[src/rtl/chess_pkg.sv]
// chess_pkg: definitions shared by the game control FSM and the move validator.
//   - piece codes and the player-1 offset
//   - piece_owner() / piece_kind() decode helpers
//   - validator FSM states and pawn move modes
//   - memory_manage encodings (who owns the board memory)
package chess_pkg;

   localparam logic [3:0] EMPTY          = 4'd0;
   localparam logic [3:0] PAWN           = 4'd1;
   localparam logic [3:0] ROOK           = 4'd2;
   localparam logic [3:0] KNIGHT         = 4'd3;
   localparam logic [3:0] BISHOP         = 4'd4;
   localparam logic [3:0] QUEEN          = 4'd5;
   localparam logic [3:0] KING           = 4'd6;
   localparam logic [3:0] PLAYER1_OFFSET = 4'd6;

   localparam logic [1:0] MM_CONTROL   = 2'b00;
   localparam logic [1:0] MM_VALIDATOR = 2'b01;
   localparam logic [1:0] MM_DATAPATH  = 2'b10;

   typedef enum logic [2:0] {
      K_NONE, K_PAWN, K_ROOK, K_KNIGHT, K_BISHOP, K_QUEEN, K_KING
   } kind_e;

   typedef enum logic [1:0] {PM_NONE, PM_FWD, PM_DIAG} pawn_mode_e;

   typedef enum logic [2:0] {
      S_IDLE, S_CHECK, S_PATH_RD, S_PATH_CHK, S_DEST_RD, S_DEST_CHK, S_DONE
   } state_e;

   // Codes 7..15 belong to player 1; callers handle EMPTY separately.
   function automatic logic piece_owner(input logic [3:0] code);
      return code > KING;
   endfunction

   // Colour-independent piece type; unused codes 13..15 decode as no piece.
   function automatic kind_e piece_kind(input logic [3:0] code);
      logic [3:0] k;
      if (code == EMPTY || code > KING + PLAYER1_OFFSET) return K_NONE;
      k = (code > KING) ? code - PLAYER1_OFFSET : code;
      return kind_e'(k[2:0]);
   endfunction

endpackage

[src/rtl/move_validator_if.sv]
// move_validator_if: bundle between game control (+ board memory) and the
// move validator.
//   master: control side; drives the request and the board read data.
//   slave : validator side; drives the board read address and the result.
interface move_validator_if;
   logic       enable;
   logic       current_player;
   logic [2:0] piece_x, piece_y;
   logic [2:0] move_x, move_y;
   logic [3:0] piece_to_move;
   logic [3:0] validate_square;
   logic [2:0] validate_x, validate_y;
   logic       validate_complete;
   logic       move_valid;
   logic       capture;

   modport master (
      output enable, current_player, piece_x, piece_y, move_x, move_y,
             piece_to_move, validate_square,
      input  validate_x, validate_y, validate_complete, move_valid, capture
   );

   modport slave (
      input  enable, current_player, piece_x, piece_y, move_x, move_y,
             piece_to_move, validate_square,
      output validate_x, validate_y, validate_complete, move_valid, capture
   );
endinterface

[src/rtl/move_geometry.sv]
// move_geometry: purely combinational shape check of a move.
//   kind, player      : piece type and moving side
//   src_x/y, dst_x/y  : source and destination squares (x = row)
//   geom_ok           : move shape is legal for this piece
//   needs_path        : intermediate squares must be read and be empty
//   step_x/y          : unit step toward dest, 3-bit two's complement
//   pawn_mode         : FWD (dest must be empty) / DIAG (dest must be enemy)
module move_geometry
   import chess_pkg::*;
#(
   parameter logic [2:0] P0_PAWN_RANK = 3'd1,
   parameter logic [2:0] P1_PAWN_RANK = 3'd6
) (
   input  kind_e      kind,
   input  logic       player,
   input  logic [2:0] src_x,
   input  logic [2:0] src_y,
   input  logic [2:0] dst_x,
   input  logic [2:0] dst_y,
   output logic       geom_ok,
   output logic       needs_path,
   output logic [2:0] step_x,
   output logic [2:0] step_y,
   output pawn_mode_e pawn_mode
);
   logic signed [3:0] dx, dy;
   logic [2:0]        adx, ady, max_d;
   logic              fwd_one, fwd_two, on_start, straight, diagonal;

   // NOTE: every output is given a default before the case so that no path
   // through this block leaves a value unassigned and infers a latch.
   always_comb begin
      geom_ok    = 1'b0;
      needs_path = 1'b0;
      pawn_mode  = PM_NONE;

      dx    = $signed({1'b0, dst_x}) - $signed({1'b0, src_x});
      dy    = $signed({1'b0, dst_y}) - $signed({1'b0, src_y});
      adx   = dx[3] ? 3'(-dx) : 3'(dx);
      ady   = dy[3] ? 3'(-dy) : 3'(dy);
      max_d = (adx > ady) ? adx : ady;

      step_x = dx[3] ? 3'b111 : ((dx != 4'sd0) ? 3'b001 : 3'b000);
      step_y = dy[3] ? 3'b111 : ((dy != 4'sd0) ? 3'b001 : 3'b000);

      fwd_one  = player ? (dx == -4'sd1) : (dx == 4'sd1);
      fwd_two  = player ? (dx == -4'sd2) : (dx == 4'sd2);
      on_start = (src_x == (player ? P1_PAWN_RANK : P0_PAWN_RANK));
      straight = (adx == 3'd0) != (ady == 3'd0);
      diagonal = (adx == ady) && (adx != 3'd0);

      case (kind)
         K_KNIGHT: geom_ok = (adx == 3'd1 && ady == 3'd2) || (adx == 3'd2 && ady == 3'd1);
         K_KING:   geom_ok = (max_d == 3'd1);
         K_ROOK:   geom_ok = straight;
         K_BISHOP: geom_ok = diagonal;
         K_QUEEN:  geom_ok = straight || diagonal;
         K_PAWN: begin
            if (fwd_one && ady == 3'd0) begin
               geom_ok   = 1'b1;
               pawn_mode = PM_FWD;
            end else if (fwd_two && ady == 3'd0 && on_start) begin
               geom_ok   = 1'b1;
               pawn_mode = PM_FWD;
            end else if (fwd_one && ady == 3'd1) begin
               geom_ok   = 1'b1;
               pawn_mode = PM_DIAG;
            end
         end
         default: geom_ok = 1'b0;
      endcase

      // Knights jump and kings move one square, so only longer slides and the
      // pawn double step have squares in between.
      if (geom_ok && kind != K_KNIGHT && max_d > 3'd1) needs_path = 1'b1;
   end
endmodule

[src/rtl/move_validator.sv]
// move_validator: decides whether the selected piece may legally move from
// (piece_x,piece_y) to (move_x,move_y), walking the board memory to check
// blocking pieces and the destination square.
//   clk   : system clock, rising edge
//   reset : asynchronous, active-low
//   bus   : move_validator_if.slave (request, board read port, result)
module move_validator
   import chess_pkg::*;
#(
   parameter logic [2:0] P0_PAWN_RANK = 3'd1,
   parameter logic [2:0] P1_PAWN_RANK = 3'd6
) (
   input  logic             clk,
   input  logic             reset,
   move_validator_if.slave  bus
);
   state_e     state, state_n;

   logic       player_q;
   logic [3:0] piece_q;
   logic [2:0] src_x_q, src_y_q, dst_x_q, dst_y_q;
   logic [2:0] step_x_q, step_y_q, cur_x_q, cur_y_q;
   pawn_mode_e pawn_mode_q;
   logic       valid_q, capture_q;
   logic       complete_r, move_valid_r, capture_r;

   kind_e      kind;
   logic       geom_ok, needs_path, check_ok;
   logic [2:0] step_x, step_y, nxt_x, nxt_y;
   pawn_mode_e pawn_mode;

   assign kind = piece_kind(piece_q);

   move_geometry #(
      .P0_PAWN_RANK(P0_PAWN_RANK),
      .P1_PAWN_RANK(P1_PAWN_RANK)
   ) u_geom (
      .kind(kind), .player(player_q),
      .src_x(src_x_q), .src_y(src_y_q), .dst_x(dst_x_q), .dst_y(dst_y_q),
      .geom_ok(geom_ok), .needs_path(needs_path),
      .step_x(step_x), .step_y(step_y), .pawn_mode(pawn_mode)
   );

   assign check_ok = (kind != K_NONE) && (piece_owner(piece_q) == player_q) &&
                     !(src_x_q == dst_x_q && src_y_q == dst_y_q) && geom_ok;
   assign nxt_x = cur_x_q + step_x_q;
   assign nxt_y = cur_y_q + step_y_q;

   always_comb begin
      state_n        = state;
      bus.validate_x = 3'd0;
      bus.validate_y = 3'd0;
      case (state)
         S_IDLE:     if (bus.enable) state_n = S_CHECK;
         S_CHECK:    state_n = !check_ok ? S_DONE : (needs_path ? S_PATH_RD : S_DEST_RD);
         S_PATH_RD: begin
            bus.validate_x = cur_x_q;
            bus.validate_y = cur_y_q;
            state_n        = S_PATH_CHK;
         end
         S_PATH_CHK: begin
            if (bus.validate_square != EMPTY)            state_n = S_DONE;
            else if (nxt_x == dst_x_q && nxt_y == dst_y_q) state_n = S_DEST_RD;
            else                                         state_n = S_PATH_RD;
         end
         S_DEST_RD: begin
            bus.validate_x = dst_x_q;
            bus.validate_y = dst_y_q;
            state_n        = S_DEST_CHK;
         end
         S_DEST_CHK: state_n = S_DONE;
         S_DONE:     state_n = S_DONE;
         default:    state_n = S_IDLE;
      endcase
      // Losing the memory grant abandons the evaluation from any state.
      if (state != S_IDLE && !bus.enable) state_n = S_IDLE;
   end

   // NOTE: registers are updated with non-blocking assignments so every
   // always_ff reads the pre-edge value of the others, as the hardware does.
   always_ff @(posedge clk or negedge reset) begin
      if (!reset) state <= S_IDLE;
      else        state <= state_n;
   end

   always_ff @(posedge clk or negedge reset) begin
      if (!reset) begin
         player_q    <= 1'b0;
         piece_q     <= 4'd0;
         src_x_q     <= 3'd0;
         src_y_q     <= 3'd0;
         dst_x_q     <= 3'd0;
         dst_y_q     <= 3'd0;
         step_x_q    <= 3'd0;
         step_y_q    <= 3'd0;
         cur_x_q     <= 3'd0;
         cur_y_q     <= 3'd0;
         pawn_mode_q <= PM_NONE;
         valid_q     <= 1'b0;
         capture_q   <= 1'b0;
      end else begin
         case (state)
            S_IDLE: if (bus.enable) begin
               player_q  <= bus.current_player;
               piece_q   <= bus.piece_to_move;
               src_x_q   <= bus.piece_x;
               src_y_q   <= bus.piece_y;
               dst_x_q   <= bus.move_x;
               dst_y_q   <= bus.move_y;
               valid_q   <= 1'b0;
               capture_q <= 1'b0;
            end
            S_CHECK: begin
               step_x_q    <= step_x;
               step_y_q    <= step_y;
               cur_x_q     <= src_x_q + step_x;
               cur_y_q     <= src_y_q + step_y;
               pawn_mode_q <= pawn_mode;
            end
            S_PATH_CHK: begin
               cur_x_q <= nxt_x;
               cur_y_q <= nxt_y;
            end
            S_DEST_CHK: begin
               if (bus.validate_square == EMPTY) begin
                  valid_q <= (pawn_mode_q != PM_DIAG);
               end else if (piece_owner(bus.validate_square) == player_q) begin
                  valid_q <= 1'b0;
               end else begin
                  capture_q <= 1'b1;
                  valid_q   <= (pawn_mode_q != PM_FWD);
               end
            end
            default: ;
         endcase
      end
   end

   // Result outputs are registered one edge behind S_DONE and drop on the
   // same edge that returns the FSM to S_IDLE.
   always_ff @(posedge clk or negedge reset) begin
      if (!reset) begin
         complete_r   <= 1'b0;
         move_valid_r <= 1'b0;
         capture_r    <= 1'b0;
      end else begin
         complete_r   <= (state == S_DONE) && bus.enable;
         move_valid_r <= (state == S_DONE) && bus.enable && valid_q;
         capture_r    <= (state == S_DONE) && bus.enable && capture_q;
      end
   end

   assign bus.validate_complete = complete_r;
   assign bus.move_valid        = move_valid_r;
   assign bus.capture           = capture_r;
endmodule

[src/flat_wrapper.sv]
// flat-port wrapper written by rule: the top's interface ports become plain ports
module move_validator_flat import chess_pkg::*;
#(
   parameter logic [2:0] P0_PAWN_RANK = 3'd1,
   parameter logic [2:0] P1_PAWN_RANK = 3'd6
)
  (clk, reset, bus_enable, bus_current_player, bus_piece_x, bus_piece_y, bus_move_x, bus_move_y, bus_piece_to_move, bus_validate_square, bus_validate_x, bus_validate_y, bus_validate_complete, bus_move_valid, bus_capture);
  move_validator_if bus_i ();
  input  logic clk;
  input  logic reset;
  input wire logic [$bits(bus_i.enable)-1:0] bus_enable;
  input wire logic [$bits(bus_i.current_player)-1:0] bus_current_player;
  input wire logic [$bits(bus_i.piece_x)-1:0] bus_piece_x;
  input wire logic [$bits(bus_i.piece_y)-1:0] bus_piece_y;
  input wire logic [$bits(bus_i.move_x)-1:0] bus_move_x;
  input wire logic [$bits(bus_i.move_y)-1:0] bus_move_y;
  input wire logic [$bits(bus_i.piece_to_move)-1:0] bus_piece_to_move;
  input wire logic [$bits(bus_i.validate_square)-1:0] bus_validate_square;
  output wire logic [$bits(bus_i.validate_x)-1:0] bus_validate_x;
  output wire logic [$bits(bus_i.validate_y)-1:0] bus_validate_y;
  output wire logic [$bits(bus_i.validate_complete)-1:0] bus_validate_complete;
  output wire logic [$bits(bus_i.move_valid)-1:0] bus_move_valid;
  output wire logic [$bits(bus_i.capture)-1:0] bus_capture;
  assign bus_i.enable = bus_enable;
  assign bus_i.current_player = bus_current_player;
  assign bus_i.piece_x = bus_piece_x;
  assign bus_i.piece_y = bus_piece_y;
  assign bus_i.move_x = bus_move_x;
  assign bus_i.move_y = bus_move_y;
  assign bus_i.piece_to_move = bus_piece_to_move;
  assign bus_i.validate_square = bus_validate_square;
  assign bus_validate_x = bus_i.validate_x;
  assign bus_validate_y = bus_i.validate_y;
  assign bus_validate_complete = bus_i.validate_complete;
  assign bus_move_valid = bus_i.move_valid;
  assign bus_capture = bus_i.capture;
  move_validator #(.P0_PAWN_RANK(P0_PAWN_RANK), .P1_PAWN_RANK(P1_PAWN_RANK)) u_core (.clk(clk), .reset(reset), .bus(bus_i));
endmodule
[config.mk]
export PLATFORM = sky130hd
export DESIGN_NAME = move_validator_flat
export DESIGN_NICKNAME = d
export VERILOG_FILES = /design/src/rtl/chess_pkg.sv /design/src/rtl/move_validator_if.sv /design/src/rtl/move_geometry.sv /design/src/rtl/move_validator.sv /design/src/flat_wrapper.sv
export SDC_FILE = /design/constraint.sdc
export NUM_CORES = 1
export LEC_CHECK = 0
export CAP_MARGIN = 5
export CORE_MARGIN = 2
export CORE_UTILIZATION = 30
export DETAILED_ROUTE_END_ITERATION = 12
export PLACE_DENSITY = 0.53
export SYNTH_ARGS = -nofsm -noshare
export SYNTH_HDL_FRONTEND = slang
export SYNTH_HIERARCHICAL = 1
export SYNTH_SLANG_ARGS = --single-unit
[constraint.sdc]
create_clock -name clk -period 4.8 [get_ports clk]
set_input_delay 1.44 -clock clk [delete_from_list [all_inputs] [get_ports clk]]
set_output_delay 1.44 -clock clk [all_outputs]
set_load 0.1 [all_outputs]
# Word-level counts from Yosys, hierarchy flattened
# Index checks and enable logic that the tools add are counted.
dict set report totals {
  reg_bits 39
  inputBits 24
  output_inout_bits 9
  wordCells 149
}
dict set report classes {
  n_addsub 9
  magnitude_cmp 5
  eq_ne 37
  n_mux 41
  reduce_logical 40
}
# op count
set op_table {}
lappend op_table {{$mux W3} 15}
lappend op_table {{$pmux W3 S2} 4}
lappend op_table {{$eq A3 B2 Y1 const B} 6}
lappend op_table {{$eq A3 B3 Y1} 6}
lappend op_table {{$eq A3 B3 Y1 const B} 6}
lappend op_table {{$logic_and A1 B1 Y1} 18}
lappend op_table {{$pmux W3 S6} 1}
lappend op_table {{$eq A3 B1 Y1 const B} 5}
lappend op_table {{$mux W1} 14}
lappend op_table {{$add A3 B3 Y3} 4}
lappend op_table {{$reduce_bool A4 Y1} 3}
lappend op_table {{$logic_not A3 Y1} 3}
lappend op_table {{$reduce_bool A3 Y1} 3}
lappend op_table {{$eq A4 B2 Y1 const B} 2}
lappend op_table {{$gt A4 B3 Y1 const B} 2}
lappend op_table {{$logic_not A4 Y1} 2}
lappend op_table {{$mux W2} 4}
lappend op_table {{$ne A2 B2 Y1 const B} 4}
lappend op_table {{$sub A3 B3 Y4} 2}
lappend op_table {{$ne A3 B2 Y1 const B} 2}
lappend op_table {{$neg A3 Y3} 2}
lappend op_table {{$pmux W1 S6} 1}
lappend op_table {{$eq A4 B1 Y1 const B} 1}
lappend op_table {{$eq A4 B3 Y1 const B} 1}
lappend op_table {{other kinds (14)} 21}

# Logic depth before layout (Yosys ltp)
# Gate-level depths: netlist of run 1.
dict set report depth {
  depth_word 16
  ltp_mapped 16
  ltp_nobuf 16
}

# Cells and area by module
# Netlist of run 1, hierarchy kept.
# mod instances cells_per_inst area_each_um2 seq_area_each_um2
set modules_own_cells {}
lappend modules_own_cells {move_validator 1 216 2270.9 975.9}
lappend modules_own_cells {move_geometry 1 112 782.0 0.0}

# Least setup slack after synthesis of run 1
# No wires, ideal clock.
dict set report synth_path {
  path_kind {register to register}
  start {reg u_core.dst_x_q[0]}
  end {reg u_core.state[2]}
  setup_time_ns 0.124
  arrival_time_ns 3.781
  t_required_ns 4.676
  slack_ns 0.895
  stages_incl_launch_ff 17
  n_path_buf 0
  period_less_slack_ns 3.905
  path_cell_list {dfrtp_1 > inv_1 > ha_1 > inv_1 > fa_1 > inv_1 > ha_1 > or3b_1 > o31ai_2 > xnor2_1 > or2_1 > o32ai_2 > a311oi_1 > a31oi_1 > or3b_2 > o221a_2 > o31a_1}
}
dict set report synth_via {
  elab_chain_cells 15
  word_cells_on_any_way 48
  cone_classes {add/sub (2); order compare (2); eq/ne (11); mux (15); reduce/logical (18)}
}
# item line
set synth_lines {}
lappend synth_lines {{from (decl)} move_validator.sv:21} ;# logic [2:0] src_x_q, src_y_q, dst_x_q, dst_y_q;
lappend synth_lines {{from (signal assigned)} move_validator.sv:108} ;# dst_x_q <= bus.move_x;
lappend synth_lines {{$sub A3 B3 Y4 *} move_geometry.sv:37} ;# dx = $signed({1'b0, dst_x}) - $signed({1'b0, src_x});
lappend synth_lines {{parallel branches: the longest is 8 deep, another holds $neg A3 Y3} --}
lappend synth_lines {{$logic_and A1 B1 Y1 *} move_geometry.sv:75} ;# if (geom_ok && kind != K_KNIGHT && max_d > 3'd1) needs_path = 1'b1;
lappend synth_lines {{$mux W1 *} move_geometry.sv:75}
lappend synth_lines {{net u_core.needs_path} move_validator.sv:28} ;# logic geom_ok, needs_path, check_ok;
lappend synth_lines {{$mux W3 * (2 in a row)} move_validator.sv:55} ;# S_CHECK: state_n = !check_ok ? S_DONE : (needs_path ? S_PATH_RD : S_DEST_RD);
lappend synth_lines {{$pmux W3 S6 *} move_validator.sv:53} ;# case (state)
lappend synth_lines {{$mux W3 *} move_validator.sv:76} ;# if (state != S_IDLE && !bus.enable) state_n = S_IDLE;
lappend synth_lines {{to (signal assigned)} move_validator.sv:83} ;# else state <= state_n;
lappend synth_lines {{to (decl)} move_validator.sv:17} ;# state_e state, state_n;
# Mark *: on every way through the listed nets, which the timed path passes.
# A chain may end at the register's enable or synchronous reset.

# Final worst setup path of run 1
# Same ends and word-level chain as after synthesis.

==> metrics.md, run 1 <==
| Metric | Value |
|---|---|
| Status | `completed` |
| Ant. Diodes | `0` |
| Crit path max-delay cell type | `fa_1` |
| Reg-to-reg endpoint | `u_core/state[2]$_DFFE_PN0P_` |
| Data required time of the worst path | `between 4 and 5 ns` |
| Initial Util | `a little under a third` |
| Post-synth EDFFs | `0` |
| Clock period minus worst slack | `between 4 and 5 ns` |
| Mapped Area | `roughly 0.0031 mm2` |
| Clk sinks | `39` |
| Routed wire length on met3 | `roughly 290 um` |
| Worst R2R Setup Slack | `approximately 0.60 ns` |
| FP Rows | `36` |
| YS warnings | `6` |
| Most used cell, CP | `inv_1` |
| Tcrit/Tclk final | `87.49%` |
| Setup CP Type | `reg2reg` |
| Vias in the first global route | `~2.4k` |
| # IOs | `33` |
| CTS tree | `built` |
| Die W | `~100 um` |
| R2R depth | `16` |
| Netlist cell types | `64` |
| Met2 wire length | `3293 um` |
| Count of pins over their slew limit | `0` |
| Adder-cell area share of the yosys netlist | `between 10% and 20%` |
| Largest net degree at the start of global routing | `40` |
| Worst Tran Pin Value | `between 1 and 1.5 ns` |
| Final std cells w/o fill | `just under 500` |
| CP Cell Sequence | `inv_1 > ha_1 > inv_1 > fa_1 > inv_1 > ha_1 > or3b_1 > o31ai_2 > xnor2_1 > or2_1 > o32ai_2 > a311oi_1 > a31oi_1 > or3b_2 > o221a_2 > o31a_1` |
| CTS H-tree lvls | `2` |
| Synth Area in Simple Gates | `17.83%` |
| Post-synthesis register bit count | `39` |
| Total Nets Final | `between 400 and 500` |
| Fill cell count | `~1.0k` |
| Drt wl/cell | `between 10 and 15 um` |
| Drc violations | `0` |
| Core area | `0.009819 mm2` |
| Worst EP arrival | `about 4.4 ns` |
| Average cell area after synthesis | `slightly above 9 um2` |
| Synth Area in Compound Gates | `17.25%` |
| Die Span Y | `around 100 um` |
| R2r startpoint | `u_core/dst_x_q[0]$_DFFE_PN0P_` |
| Main combinational cell family by area after synthesis | `simple AND/OR/NAND/NOR gates` |
| Placed insts | `around 480` |
| Number of DRC markers in iteration 0 | `between 100 and 150` |
| CTS Hold Bufs | `0` |
| Post-synth ARST share | `between 90% and 100%` |
| DIE AREA | `between 0.01 and 0.015 mm2` |
| Post-CTS sizing | `0` |
| Clock Tree Buf Depth | `2` |
| Final setup fails | `0` |
| Share of layout cells above drive strength 1 | `around 14%` |
| RSZ-0062 raised after global routing | `false` |
| Initial antenna violation count | `0` |
| Most common cell after layout, fill and taps aside | `dfrtp_1` |
| Worst hold endpoint | `u_core/bus.move_valid$_DFF_PN0_` |
| Post-CTS Setup Inserts | `0` |
| Critical path peak fanout | `5` |
| GPL Wtd Cong | `0.8881` |
| Max-slew headroom | `around 29%` |
| DR pass1 iterations | `4` |
| Final global-route overflow total | `0` |
| Max_cap viols | `0` |
| Synthesis-to-layout area growth | `16.19%` |
| Vias | `around 2.5k` |
| Max Freq | `about 240 MHz` |
| Worst clock skew | `around 0.014 ns` |
| DRT met1 WL | `about 3500 um` |
| Inserted Clock Buffers | `5` |
| Hold Path Stages | `1` |
| Multiplexer share of the synthesized area | `under 10%` |
| Startpoint types | `flop` |
| Uppermost layer routed | `met4` |
| Slowest stage delay, CP | `approximately 0.55 ns` |
| Reg clk slew, reported paths | `roughly 0.09 ns` |
| Most frequent cells in the layout | `dfrtp_1 (39), inv_1 (27), clkdlybuf4s50_1 (25), o21ai_0 (24), nand2_1 (24)` |
| Final ANT Viol Nets | `0` |
| Drt via density | `around 5.0` |
| Port Buffer Count | `32` |
| CP Capture Type | `flop` |
| Final hold vios | `0` |
| Syn_nets | `between 300 and 400` |
| Most used DFF post-synth | `dfrtp_1` |
| Post-synthesis sequential area ratio | `31.97%` |
| Clk root buf | `clkbuf_8` |
| TNS Setup | `0 ns` |
| First-pass GRT wire length | `approximately 12,000 um` |
| Worst skew pair latency | `0.29 ns` |
| Total Routing Usage GR | `around 14%` |
| Post-synthesis cell count | `approximately 330` |
| Drt total wl | `about 7200 um` |
| Xor and xnor area share after synthesis | `under 10%` |
| Hpwl dp | `5631 um` |
| Worst hold path type | `reg2reg` |
| Min-delay src | `u_core/valid_q$_DFFE_PN0P_` |
[through the flow]
stage          setup slack, ns  hold slack (ns)  area (um2)  utilization [%]
6_report                0.6007           0.4987        3547            36.12
4_1_cts                 0.6011           0.5028        3547            36.12
2_1_floorplan           0.8951           0.4534        3053                -
5_1_grt                 0.3788           0.5318        3547            36.12
3_5_place_dp            0.6219           0.4815        3435            34.98
3_3_place_gp            0.7293           0.4800        3435            34.98
[synthesized netlist by cell type (3+ instances only)]
cell	n	area share, %
ha_1	15	6.1
mux2_2	18	6.6
dfrtp_1	39	32
inv_1	27	3.3
fa_1	6	3.9
a21oi_1	8	1.3
nor3_1	4	0.66
xnor2_1	18	5.2
clkbuf_8	3	1.4
nor2b_1	8	1.6
o21bai_1	3	0.74
nand3_1	13	2.1
nand2_1	24	3.0
nor2_1	22	2.7
a31oi_1	5	1.0
nand3b_1	5	1.2
mux2i_1	4	1.3
o21ai_0	24	3.9
clkbuf_1	4	0.49
xor2_1	10	2.9
a22oi_1	7	1.7
[cell families after synthesis]
group | count (synthesis)
and+or+nand+nor | 102
adders and majority gates | 21
buffers and inverters | 39
muxes | 22
AOI/OAI and AO/OA | 76
xor gates and xnor gates | 29
DFF | 39
[worst max-delay path by stage]
stage	slack (ns)	endpoint	start	cells after the start
2_1_floorplan	0.90	u_core/state[2]$_DFFE_PN0P_	u_core/dst_x_q[0]$_DFFE_PN0P_	16
3_3_place_gp	0.73	u_core/state[2]$_DFFE_PN0P_	u_core/dst_x_q[0]$_DFFE_PN0P_	16
3_5_place_dp	0.62	u_core/state[2]$_DFFE_PN0P_	u_core/dst_x_q[0]$_DFFE_PN0P_	16
4_1_cts	0.60	u_core/state[2]$_DFFE_PN0P_	u_core/dst_x_q[0]$_DFFE_PN0P_	16
5_1_grt	0.38	u_core/state[2]$_DFFE_PN0P_	u_core/dst_x_q[0]$_DFFE_PN0P_	16
6_report	0.60	u_core/state[2]$_DFFE_PN0P_	u_core/dst_x_q[0]$_DFFE_PN0P_	16
[state kept, by name, summed over array words and instances, names as in the netlist, 2 cells and up]
register / cells
u_core/piece_q: 4
u_core/cur_x_q: 3
u_core/cur_y_q: 3
u_core/dst_x_q: 3
u_core/dst_y_q: 3
u_core/src_x_q: 3
u_core/src_y_q: 3
u_core/state: 3
u_core/step_x_q: 3
u_core/step_y_q: 3
u_core/pawn_mode_q: 2
[per-layer routing]
metal | track usage (%) | up-vias
met1 | 19.18 | 1196
met4 | 2.857 | 0
li1 | - | 1212
met2 | 21.38 | 49
met5 | 0 | -
met3 | 2.807 | 9
[critical path: cells and delay by family, from the launching register on]
family	cells	cell delay, ns
DFF	1	0.45
AOI/OAI and AO/OA	6	1.18
adders and majority gates	3	0.96
buffers and inverters	3	0.23
xor gates and xnor gates	1	0.16
and+or+nand+nor	3	1.10
[area by class of cell]
type	instances	area [um2]	share of cell area, %
clock buffer	5	68.82	1.940
clock inverter	3	43.79	1.235
inverter	27	101.3	2.857
multi-input combinational	250	1883	53.09
sequential	39	975.9	27.51
tap	133	166.4	4.691
timing repair buffer	33	307.8	8.677
Power of run 1 is left out: the tool's default activity adds up to more than one toggle a clock period on the data nets, which glitch-free logic cannot reach.
==> run 2: changes to the inputs <==
Settings changed: MAX_ROUTING_LAYER set to met4.
==> run 2 against run 1 <==
  * Die area is the same
  * Count of clock-buffer cells in the layout unchanged
  * Core utilization rose by 0.076 points
  * Final area increased by 0.21%
  * Via count fell by 0.32%
  * Maximum frequency up 0.60%
  * Sequential cell count did not move
  * Non-clock buffer count up 1
  * First-iteration DRC count grew 35%
  * Largest cell class unchanged
  * Highest routed layer unchanged
==> metrics.md, run 2 (synthesized netlist as in run 1, its figures left out) <==
| Metric | Value |
|---|---|
| Min-delay src | `u_core/valid_q$_DFFE_PN0P_` |
| CTS tree | `built` |
| Reg clk slew, reported paths | `0.09 ns (about the same)` |
| Initial antenna violation count | `0 (unchanged)` |
| Reg-to-reg endpoint | `u_core/state[2]$_DFFE_PN0P_` |
| Top reg by flops | `u_core/piece_q` |
| Slowest stage delay, CP | `0.55 ns (about the same)` |
| DIE AREA | `0.01100 mm2 (unchanged)` |
| CP Cell Sequence | `inv_1 > ha_1 > inv_1 > fa_1 > inv_1 > ha_1 > or3b_1 > o31ai_2 > xnor2_1 > or2_1 > o32ai_2 > a311oi_1 > a31oi_1 > or3b_2 > o221a_2 > o31a_1` |
| Initial Util | `31.09% (unchanged)` |
| Tcrit/Tclk final | `86.97% (-0.52 points)` |
| FP Rows | `36 (unchanged)` |
| CTS H-tree lvls | `2 (unchanged)` |
| Worst hold endpoint | `u_core/bus.move_valid$_DFF_PN0_` |
| # IOs | `33 (unchanged)` |
| Core area | `0.009819 mm2 (unchanged)` |
| Crit path max-delay cell type | `fa_1` |
| DP Area | `0.003442 mm2 (+0.22%)` |
| Clock Tree Buf Depth | `2 (unchanged)` |
| Startpoint types | `flop` |
| First-pass GRT wire length | `12,170 um (+0.63%)` |
| Worst Tran Pin Value | `1.114 ns (+0.04913 ns)` |
| Most used cell, CP | `inv_1` |
| Status | `completed` |
| Drc violations | `0 (unchanged)` |
| Worst clock skew | `0.01275 ns (-0.001252 ns)` |
| Post-CTS sizing | `0 (unchanged)` |
| Final hold vios | `0 (unchanged)` |
| CP Capture Type | `flop` |
| Count of pins over their slew limit | `0 (unchanged)` |
| Inserted Clock Buffers | `5 (unchanged)` |
| Most frequent cells in the layout | `dfrtp_1 (39), inv_1 (27), clkdlybuf4s50_1 (25), o21ai_0 (24), nand2_1 (24)` |
| Total Nets Final | `402 (+0.25%)` |
| Ant. Diodes | `0 (unchanged)` |
| RSZ-0062 raised after global routing | `false` |
| Drt via density | `5.006 (-0.53%)` |
| Max Freq | `239.6 MHz (+0.60%)` |
| Synthesis-to-layout area growth | `16.43%` |
| Hpwl dp | `5645 um (+0.24%)` |
| Hold Path Stages | `1 (unchanged)` |
| Worst EP arrival | `4.36 ns (-0.02 ns)` |
| Share of layout cells above drive strength 1 | `14.53% (+0.24 points)` |
| Setup CP Type | `reg2reg` |
| Finished Cell Area | `0.003555 mm2 (+0.21%)` |
| R2r startpoint | `u_core/dst_x_q[0]$_DFFE_PN0P_` |
| DR pass1 iterations | `4 (unchanged)` |
| Worst skew pair latency | `0.29 ns (about the same)` |
| GPL Wtd Cong | `0.9183 (+3.4%)` |
| Clock period minus worst slack | `4.174 ns (-0.02496 ns)` |
| CTS Hold Bufs | `0 (unchanged)` |
| Worst R2R Setup Slack | `0.63 ns (+0.02 ns)` |
| Worst hold path type | `reg2reg` |
| Vias in the first global route | `2,406 (+0.97%)` |
| Max FFs per register | `4 (unchanged)` |
| Largest net degree at the start of global routing | `40 (unchanged)` |
| Post-CTS Setup Inserts | `0 (unchanged)` |
| Most common cell after layout, fill and taps aside | `dfrtp_1` |
| Port Buffer Count | `32 (unchanged)` |
| Drt wl/cell | `14.68 um (+0.21%)` |
| Max_cap viols | `0 (unchanged)` |
| Clk sinks | `39 (unchanged)` |
| Die Span Y | `104.9 um (unchanged)` |
| R2R depth | `16 (unchanged)` |
| Clk root buf | `clkbuf_8` |
| Data required time of the worst path | `4.99 ns (about the same)` |
| Number of DRC markers in iteration 0 | `155 (+35%)` |
| Final setup fails | `0 (unchanged)` |
| TNS Setup | `0 ns (unchanged)` |
| Total Routing Usage GR | `14.22% (+0.65 points)` |
| Final global-route overflow total | `0 (unchanged)` |
| Die W | `104.9 um (unchanged)` |
| Max-slew headroom | `25.42% (-3.3 points)` |
| Critical path peak fanout | `5 (unchanged)` |
| Vias | `2,458 (-0.32%)` |
| Final ANT Viol Nets | `0 (unchanged)` |
| Drt total wl | `7206 um (+0.42%)` |
[run 2: metal layers]
layer	GRT usage (%)	up-vias	wire length, um
met5	-	-	0
met4	3.714	0	50
met3	2.682	4	295
met2	22.31	47	3330
met1	18.90	1193	3529
li1	-	1214	-
[run 2: worst max-delay path by stage]
stage,startpoint,to,slack [ns],cells past startpoint
4_1_cts,u_core/dst_x_q[0]$_DFFE_PN0P_,u_core/state[2]$_DFFE_PN0P_,0.61,16
2_1_floorplan,u_core/dst_x_q[0]$_DFFE_PN0P_,u_core/state[2]$_DFFE_PN0P_,0.90,16
3_3_place_gp,u_core/dst_x_q[0]$_DFFE_PN0P_,u_core/state[2]$_DFFE_PN0P_,0.72,16
5_1_grt,u_core/dst_y_q[0]$_DFFE_PN0P_,u_core/state[2]$_DFFE_PN0P_,0.40,14
6_report,u_core/dst_x_q[0]$_DFFE_PN0P_,u_core/state[2]$_DFFE_PN0P_,0.63,16
3_5_place_dp,u_core/dst_x_q[0]$_DFFE_PN0P_,u_core/state[2]$_DFFE_PN0P_,0.63,16
[run 2: area by class of cell]
cell class | instances | area [um2]
well taps | 133 | 166.4
multi-input cells | 250 | 1883
flip-flops and latches | 39 | 975.9
clock inverters | 3 | 43.79
clock buffers | 5 | 68.82
inverters | 27 | 101.3
fillers | 1027 | 6265
repair buffers | 34 | 315.3
[run 2: worst max-delay path, delay by kind of cell, from the launching register on]
kind | cells | cell delay (ns)
compound gates | 6 | 1.19
simple gates | 3 | 1.10
fa+ha+maj | 3 | 0.96
flops | 1 | 0.45
buf+inv | 3 | 0.22
xor+xnor | 1 | 0.15
[run 2: metrics by stage]
| step | util [%] | setup WS, ns | hold slack [ns] | instances |
|---|---|---|---|---|
| global route | 36.20 | 0.4016 | 0.5284 | 491 |
| global placement | 35.05 | 0.7231 | 0.4816 | 483 |
| detailed placement | 35.05 | 0.6320 | 0.4821 | 483 |
| CTS | 36.20 | 0.6111 | 0.5031 | 491 |
| floorplan | - | 0.8951 | 0.4534 | 328 |
| finish | 36.20 | 0.6256 | 0.4968 | 491 |
Power of run 2 is left out for the same reason.
==> run 3: changes to the inputs <==
Settings changed: CTS_CLUSTER_SIZE set to 30.
==> results of run 3 <==
The final DEF is identical to that of run 2; final timing and power are the same.
Power of run 3 is left out for the same reason.
